## src/rtl/elevator_ctrl.sv

```systemverilog
// elevator_ctrl: car-level control FSM. Latches floor calls, chooses a
// travel direction, steps the car one floor per timer period and holds the
// door open for one timer period.
// Ports:
//   i_clock       system clock, rising edge
//   i_rst_n       asynchronous active-low reset
//   i_req         floor-call pulses, one bit per floor
//   i_timer_done  expiry from the downstream timer
//   o_timer_en    enable to the downstream timer
//   o_floor       current car floor
//   o_up/o_down   car moving up / down
//   o_door_open   door open
//   o_pending     latched outstanding requests
module elevator_ctrl #(
  parameter int unsigned pFLOORS     = 4,
  parameter int unsigned pFLOOR_BITS = 2
) (
  input  logic                   i_clock,
  input  logic                   i_rst_n,
  input  logic [pFLOORS-1:0]     i_req,
  input  logic                   i_timer_done,
  output logic                   o_timer_en,
  output logic [pFLOOR_BITS-1:0] o_floor,
  output logic                   o_up,
  output logic                   o_down,
  output logic                   o_door_open,
  output logic [pFLOORS-1:0]     o_pending
);

  localparam logic [1:0] IDLE      = 2'd0;
  localparam logic [1:0] MOVE_UP   = 2'd1;
  localparam logic [1:0] MOVE_DOWN = 2'd2;
  localparam logic [1:0] DOOR_OPEN = 2'd3;

  localparam logic [pFLOOR_BITS-1:0] TOP_FLOOR = pFLOOR_BITS'(pFLOORS - 1);
  localparam logic [pFLOOR_BITS-1:0] ONE_FLOOR = pFLOOR_BITS'(1);

  logic [1:0]             state, state_n;
  logic [pFLOOR_BITS-1:0] floor_n;
  logic [pFLOORS-1:0]     pending_n;
  logic                   last_up, last_up_n;
  logic                   restart, restart_n;

  logic [pFLOORS-1:0]     req_c;
  logic                   above_c, below_c, done_c;

  // Requests seen this cycle count as already latched for every decision.
  assign req_c  = o_pending | i_req;
  // A done is only meaningful while timing and outside the restart cycle.
  assign done_c = i_timer_done && !restart && (state != IDLE);

  // Outstanding calls strictly above / below the car.
  always_comb begin
    above_c = 1'b0;
    below_c = 1'b0;
    for (int unsigned f = 0; f < pFLOORS; f++) begin
      if (req_c[f]) begin
        if (f > 32'(o_floor)) above_c = 1'b1;
        if (f < 32'(o_floor)) below_c = 1'b1;
      end
    end
  end

  // Next-state, floor, direction memory, request latch and restart flag.
  always_comb begin
    state_n   = state;
    floor_n   = o_floor;
    last_up_n = last_up;
    case (state)
      IDLE: begin
        if (req_c[o_floor]) begin
          state_n = DOOR_OPEN;
        end else if (above_c && (!below_c || last_up)) begin
          state_n   = MOVE_UP;
          last_up_n = 1'b1;
        end else if (below_c) begin
          state_n   = MOVE_DOWN;
          last_up_n = 1'b0;
        end
      end
      MOVE_UP: begin
        if (o_floor == TOP_FLOOR) begin
          state_n = DOOR_OPEN;
        end else if (done_c) begin
          floor_n = o_floor + ONE_FLOOR;
          state_n = req_c[floor_n] ? DOOR_OPEN : MOVE_UP;
        end
      end
      MOVE_DOWN: begin
        if (o_floor == '0) begin
          state_n = DOOR_OPEN;
        end else if (done_c) begin
          floor_n = o_floor - ONE_FLOOR;
          state_n = req_c[floor_n] ? DOOR_OPEN : MOVE_DOWN;
        end
      end
      DOOR_OPEN: begin
        if (done_c) state_n = IDLE;
      end
      default: state_n = IDLE;
    endcase

    // Calls for the floor the door is open at are served, not latched.
    pending_n = req_c;
    if (state_n == DOOR_OPEN) pending_n[floor_n] = 1'b0;

    // One idle timer cycle clears the count before each new period.
    restart_n = done_c || ((state_n != state) && (state_n != IDLE));
  end

  // State registers.
  always_ff @(posedge i_clock or negedge i_rst_n) begin
    if (!i_rst_n) begin
      state     <= IDLE;
      o_floor   <= '0;
      o_pending <= '0;
      last_up   <= 1'b1;
      restart   <= 1'b0;
    end else begin
      state     <= state_n;
      o_floor   <= floor_n;
      o_pending <= pending_n;
      last_up   <= last_up_n;
      restart   <= restart_n;
    end
  end

  // Decodes of registered state only.
  assign o_up        = (state == MOVE_UP);
  assign o_down      = (state == MOVE_DOWN);
  assign o_door_open = (state == DOOR_OPEN);
  assign o_timer_en  = (state != IDLE) && !restart;

endmodule

```

## config.mk

```make
export PLATFORM = sky130hd
export DESIGN_NAME = elevator_ctrl
export DESIGN_NICKNAME = d
export VERILOG_FILES = /design/src/rtl/elevator_ctrl.sv
export SDC_FILE = /design/constraint.sdc
export NUM_CORES = 1
export LEC_CHECK = 0
export ABC_AREA = 1
export CAP_MARGIN = 30
export CORE_UTILIZATION = 25
export DETAILED_ROUTE_END_ITERATION = 16
export HOLD_SLACK_MARGIN = 0.08
export PLACE_DENSITY = 0.5
export SLEW_MARGIN = 40
export SYNTH_ARGS = -nofsm -noshare
export SYNTH_HDL_FRONTEND = slang
export SYNTH_SLANG_ARGS = --single-unit
```

## constraint.sdc

```tcl
create_clock -name i_clock -period 1.7 [get_ports i_clock]
set_clock_uncertainty 0.1 [all_clocks]
set_input_delay 0.34 -clock i_clock [delete_from_list [all_inputs] [get_ports i_clock]]
set_output_delay 0.34 -clock i_clock [all_outputs]
set_load 0.01 [all_outputs]
```

==> results by group, run 1 <==
Outcome
  • Outcome: complete, but fails checks
  • Failing checks: setup timing

Floorplan
  • Die width: roughly 64 um
  • Die height: 63.8 um
  • I/O pin total: 17
  • Initial Utilization: around a quarter
  • FP Rows: 22
  • CORE AREA: 3660 sq um
  • DIE AREA: 4070 sq um

Pwr
  • Switching pwr: between 1 and 1.5 mW
  • Cell Int Power: 1.64 mW
  • P_leak: 0.848 nW
  • Sw frac: 45.5%
  • Max VDD drop: about 0.85 mV
  • Part of the power in registers: 14.4%
  • Pwr Density: 1890 nW/um^2
  • Clock power frac: 9.7%
  • Comb power frac: between 70% and 80%

Global routing
  • Vias in the first global route: 1,047
  • Overflow after GRT: 0
  • GRT Overall Usage: 14.4%
  • Global-route wire length before repair: 4650 um
  • Antenna violations before repair: 0
  • Largest net degree at the start of global routing: 11

Synthesis
  • Sequential share of the synthesized area: roughly a quarter
  • Ys flop type: dfrtp_1
  • Post-synthesis mux area share: 0%
  • Avg Cell Area, Syn: 6.50 sq um
  • Post-synthesis adder-cell area fraction: roughly an eighth
  • Post-Synth XOR/XNOR Area: 0%
  • Post-synthesis simple-gate area fraction: 44.1%
  • Gate Count Post-Synth: approximately 150
  • Async set-reset flop share out of synthesis: 100%
  • Synth cell types: 20
  • Largest family of logic cells by synthesized area: simple AND/OR/NAND/NOR gates
  • Synth warnings: 0
  • Syn Nets: approximately 160
  • Synth Register Bits: 10
  • Compound-cell area share of the yosys netlist: 7.59%
  • Post-synth EDFFs: 0
  • Mapped Area: around 960 sq um

STA
  • Slew headroom: 70.6%
  • Final period utilization: 106%
  • Tmin final: 1790 ps
  • Fin. max-slew vios: 0
  • RSZ-0062 raised after global routing: yes
  • Hold_ws: approximately 320 ps
  • Max Fclk: 0.558 GHz
  • Setup violators final: 7
  • Fin. Hold Viols: 0
  • Slew at the pin with the worst max-slew slack: between 400 and 500 ps
  • Final Worst Setup Slack: -93.5 ps

Detailed routing
  • DRC viols: 0
  • Violation count after the first detailed-route iteration: 21
  • Vias per cell: 4.28
  • DR WL/cell: 11.0 um
  • WL final: 2800 um
  • DR pass1 iterations: 4
  • Vias: about 1.1k
  • Antenna Violating Nets Remaining: 0

Worst setup path
  • CP Cell Sequence: inv_4, ha_4, inv_1, nor2_4, nand2_1, nand3_1, nand2_1, nand2_2, nand2_4, nor2_4, a21oi_1
  • Critical setup path kind: register to register
  • Reg-to-reg slack, setup: -90 ps
  • WP data arrival: about 1800 ps
  • Crit path to: o_pending[0]
  • CP Max Fanout: 6
  • Register-to-Register Path Depth: 11
  • Maximum cell stage delay along the critical path: between 400 and 500 ps
  • CP Capture Type: register
  • Critical path data required time: 1720 ps
  • Reg-to-reg endpoint: o_pending[0]
  • Critical Path Start: o_floor[0]
  • CP max-delay cell: dfrtp_2
  • Crit start category: register
  • Reg-to-Reg Start: o_floor[0]

Min path
  • Hold/Removal Path Class: input pin to async pin

Clock network
  • Clock Sinks: 10
  • Worst-path clk slew: 50 ps
  • CTS Buf Count: 3
  • H-tree levels: 1
  • TritonCTS clock tree: done
  • Clock tree buffer depth: 2
  • Clock latency on the worst-skew pair: 230 ps
  • Clk root buf: clkbuf_8

Cells and area
  • FF+latch area: 254 sq um
  • Core Util, Final: 43.7%
  • Area of the multi-input gates: roughly 690 sq um
  • N_diodes: 0
  • Final Net Count: 222
  • Share of cells above drive strength 1: 43.4%
  • Fillers: 387
  • Area grow syn2layout: 67.3%

Placement
  • GPL Wtd Cong: 0.817
  • Port Buffer Count: 16
  • Hpwl dp: about 2200 um

Job
  • Max-Cap Viols: 0
-- cell usage after synthesis (3+ instances only) --
master,n,area (sq um)
a21oi_1,7,35.0
dfrtp_1,9,225
ha_1,9,113
inv_1,22,82.6
inv_2,4,15.0
nand2_1,54,203
nand2_2,3,18.8
nand3_1,12,60.1
nor2_1,10,37.5
nor2_4,4,45.0
-- critical path, delay by kind of cell (launching register included) --
family / cells / cell delay (ps)
compound gates: 1 / 80
buf+inv: 2 / 140
flops: 1 / 430
simple gates: 7 / 630
fa+ha+maj: 1 / 290
-- flip-flops by register name, indices dropped and copies added (netlist names) --
register,flops
last_up,1
o_floor,2
o_pending,4
restart,1
state,2
-- power groups by stage --
stage          Combinational [mW]  Clock, mW  Sequential, mW
2_1_floorplan                1.14          0           0.468
3_3_place_gp                 2.04          0           0.436
3_5_place_dp                 2.03          0           0.438
4_1_cts                      2.15      0.297           0.435
5_1_grt                      2.53      0.311           0.451
6_report                     2.29      0.292           0.434
-- worst min-delay path by stage --
stage / startpoint / endpoint
after detailed placement: last_up / last_up
after global placement: last_up / last_up
after global routing: i_rst_n / o_pending[0]
after CTS: i_rst_n / o_pending[1]
after floorplan: i_rst_n / o_floor[0]
final: i_rst_n / o_pending[1]
-- area by class of cell --
| class | instances | area share (%) |
|---|---|---|
| clock buffers | 4 | 3.44 |
| inverters | 26 | 6.26 |
| multi-input cells | 111 | 43.4 |
| flip-flops and latches | 10 | 15.9 |
| well taps | 48 | 3.76 |
| repair buffers | 54 | 27.2 |
-- layout by cell type, fill, tap and decap left out, drive strengths merged --
cell type	n
a21oi	8
dfstp	1
nand3	13
ha	9
nand2	59
dfrtp	9
nor2b	1
o22ai	1
clkdlybuf4s50	10
o21ai	3
nor2	15
nand4	2
inv	26
clkbuf	5
dlygate4sd2	1
buf	39
clkdlybuf4s15	3
-- kinds of logic after synthesis --
kind of cell / Yosys count
compound gates: 12
simple gates: 90
buf+inv: 26
flops: 10
fa+ha+maj: 9
-- stage by stage --
step	TNS (ps)	power [mW]	cell area, sq um	setup WS [ps]	std cells
6_report	-435	3.02	1600	-93.5	253
5_1_grt	-1580	3.29	1600	-252	253
4_1_cts	-453	2.88	1530	-102	249
3_5_place_dp	-1920	2.47	1430	-289	241
3_3_place_gp	-1720	2.47	1430	-251	241
2_1_floorplan	-297	1.61	986	-63.7	147
-- metal layers --
layer	vias to the layer above	part of all wire [%]	track usage (%)
li1	567	-	-
met1	507	48	19.5
met2	10	51	25.1
met3	0	1.5	1.07
met4	0	0	2.56
met5	-	0	0
-- what timing repair did --
item / CTS / global route
pin swaps: 19 / 10
hold buffers: 0 / 0
setup endpoints to repair: 12 / 13
endpoints found under the hold margin: 0 / 0
setup buffers: 4 / 4
resized for setup: 22 / 14
Power figures use the tool's default switching activity.
==> run 2, diff against run 1 <==
--- a/config.mk
+++ b/config.mk
@@ -10,7 +10,7 @@
 export CORE_UTILIZATION = 25
 export DETAILED_ROUTE_END_ITERATION = 16
 export HOLD_SLACK_MARGIN = 0.08
-export PLACE_DENSITY = 0.5
+export PLACE_DENSITY = 0.47
 export SLEW_MARGIN = 40
 export SYNTH_ARGS = -nofsm -noshare
 export SYNTH_HDL_FRONTEND = slang
==> results by group, run 2 (synthesized netlist as in run 1, its figures left out) <==
Placement
  • Port Buffer Count: 16 (unchanged)
  • Hpwl dp: 2250 um (+1.3%)
  • GPL Wtd Cong: 0.796 (-2.6%)
  • Setup WS pre-CTS: -277 ps (+11.7 ps)
  • Area post-placement: 1390 sq um (-2.6%)

Detailed routing
  • M1 wire length: 1360 um (+1.8%)
  • Antenna Violating Nets Remaining: 0 (unchanged)
  • Vias per cell: 4.18 (-2.3%)
  • Max Used Layer: met4
  • DR WL met3: 43 um (unchanged)
  • Metal2 WL: 1380 um (-3.0%)
  • DR pass1 iterations: 4 (unchanged)
  • Vias: 1,046 (-3.5%)
  • DRC viols: 0 (unchanged)
  • Violation count after the first detailed-route iteration: 32 (+52%)
  • WL final: 2800 um (+0.14%)
  • DR WL/cell: 11.2 um (+1.3%)

Floorplan
  • Die height: 63.8 um (unchanged)
  • DIE AREA: 4070 sq um (unchanged)
  • Die width: 63.8 um (unchanged)
  • Initial Utilization: 26.1% (unchanged)
  • FP Rows: 22 (unchanged)
  • I/O pin total: 17 (unchanged)
  • CORE AREA: 3660 sq um (unchanged)

Pwr
  • Sw frac: 45.7% (+0.19 points)
  • Part of the power in registers: 14.9% (+0.5 points)
  • Final Power: 2.91 mW (-3.5%)
  • Cell Int Power: 1.58 mW (-3.8%)
  • Pwr Density: 1880 nW/um^2 (-0.19%)
  • P_leak: 0.831 nW (-2.1%)
  • Comb power frac: 75.0% (-0.9 points)
  • Max VDD drop: 0.890 mV (+5.3%)
  • Clock power frac: 10.1% (+0.4 points)
  • Switching pwr: 1.33 mW (-3.1%)

STA
  • Final Worst Setup Slack: -150 ps (-56.7 ps)
  • Setup violators final: 6 (-1)
  • RSZ-0062 raised after global routing: yes
  • Tmin final: 1850 ps (+56.7 ps)
  • Fin. Hold Viols: 0 (unchanged)
  • Slew at the pin with the worst max-slew slack: 455 ps (+15.8 ps)
  • Fin. max-slew vios: 0 (unchanged)
  • Max Fclk: 0.540 GHz (-3.1%)
  • Slew headroom: 69.6% (-1.1 points)
  • Hold_ws: 323 ps (+3.72 ps)
  • Final period utilization: 109% (+3.3 points)

Min path
  • Hold/Removal Path Class: input pin to async pin

Worst setup path
  • CP Max Fanout: 3 (-3)
  • Crit start category: register
  • Register-to-Register Path Depth: 12 (+1)
  • CP Capture Type: primary output
  • WP data arrival: 1410 ps (-400 ps)
  • Critical path data required time: 1260 ps (-460 ps)
  • Critical setup path kind: register to primary output

Global routing
  • Antenna violations before repair: 0 (unchanged)
  • GRT Overall Usage: 14.9% (+0.49 points)
  • Vias in the first global route: 1,017 (-2.9%)
  • Largest net degree at the start of global routing: 11 (unchanged)
  • Global-route wire length before repair: 4670 um (+0.45%)
  • Overflow after GRT: 0 (unchanged)

Cells and area
  • Max reg flops: 4 (unchanged)
  • Area of the multi-input gates: 666 sq um (-4.1%)
  • FF+latch area: 254 sq um (unchanged)
  • Most common cell after layout, fill and taps aside: nand2_1
  • N_diodes: 0 (unchanged)
  • Biggest regs: o_pending: 4 flops, o_floor: 2 flops, state: 2 flops
  • Largest register by flop count: o_pending
  • Area grow syn2layout: 61.8%
  • Most frequent cells in the layout: nand2_1 (48), buf_4 (33), inv_1 (19)
  • Fillers: 372 (-3.9%)
  • Final Net Count: 219 (-1.4%)
  • Share of cells above drive strength 1: 39.1% (-4.3 points)
  • Core Util, Final: 42.2% (-1.4 points)
  • Post-route cell area: 1550 sq um (-3.3%)

Clock network
  • TritonCTS clock tree: done
  • Clock latency on the worst-skew pair: 240 ps (about the same)
  • Clk root buf: clkbuf_8
  • Clock Sinks: 10 (unchanged)
  • Worst-path clk slew: 50 ps (about the same)
  • H-tree levels: 1 (unchanged)
  • Clock tree buffer depth: 2 (unchanged)
  • CTS Buf Count: 3 (unchanged)

Outcome
  • Outcome: complete, but fails checks
  • Failing checks: setup timing

Job
  • Max-Cap Viols: 0 (unchanged)
[run 2: cell count changes in the layout (fill, tap and decap cells not counted), moves of 2 or more]
| cell | change |
|---|---|
| inv_1 | +2 |
| nand3_1 | +2 |
| nand3_2 | -2 |
| buf_4 | -5 |
| clkbuf_2 | +2 |
| inv_2 | -3 |
| nand2_1 | +2 |
| buf_6 | +2 |
[run 2: path summary, 6_finish.rpt]
kind                          start      endpoint  slack [ps]
min in group i_clock        last_up       last_up         400
max reg2reg                state[0]  o_pending[0]        -120
max                        state[0]    o_timer_en        -150
min reg2reg                 last_up       last_up         400
max in group asynchronous   i_rst_n       last_up         840
min                         i_rst_n      state[0]         320
[run 2: layer usage]
layer | track usage (%) | up-vias
li1 | - | 561
met1 | 19.7 | 469
met2 | 25.4 | 14
met3 | 0.536 | 2
met4 | 5.97 | 0
met5 | 0 | -
[run 2: final cells by class]
| type | count | area share (%) |
|---|---|---|
| clock buffer | 4 | 3.56 |
| inverter | 26 | 6.63 |
| multi-input combinational | 111 | 43.0 |
| sequential | 10 | 16.4 |
| tap | 48 | 3.88 |
| timing repair buffer | 51 | 26.5 |
[run 2: power by group through the flow]
stage	logic [mW]	clock network, mW	registers (mW)
after detailed placement	1.97	0	0.433
after floorplan	1.14	0	0.468
after CTS	2.02	0.307	0.435
after global placement	1.98	0	0.434
after global routing	2.41	0.317	0.447
final	2.18	0.294	0.433
[run 2: per-stage QoR]
step / TNS, ps / instances
5_1_grt: -1520 / 250
4_1_cts: -552 / 243
6_report: -660 / 250
3_5_place_dp: -1830 / 236
3_3_place_gp: -1690 / 236
2_1_floorplan: -297 / 147
[run 2: worst max-delay path, cell delays in order (launching register included)]
cell,delay [ps]
dfrtp_1,410
inv_2,110
ha_4,150
nor2_4,40
buf_4,130
buf_6,110
buf_6,100
buf_2,130
[run 2: timing repair]
| action | 4_1_cts | 5_1_grt |
|---|---|---|
| setup endpoints to repair | 13 | 12 |
| hold endpoints to repair | 0 | 0 |
| buffers inserted | 3 | 7 |
| pin swaps | 4 | 3 |
| hold buffers | 0 | 0 |
| gates resized for setup | 16 | 15 |
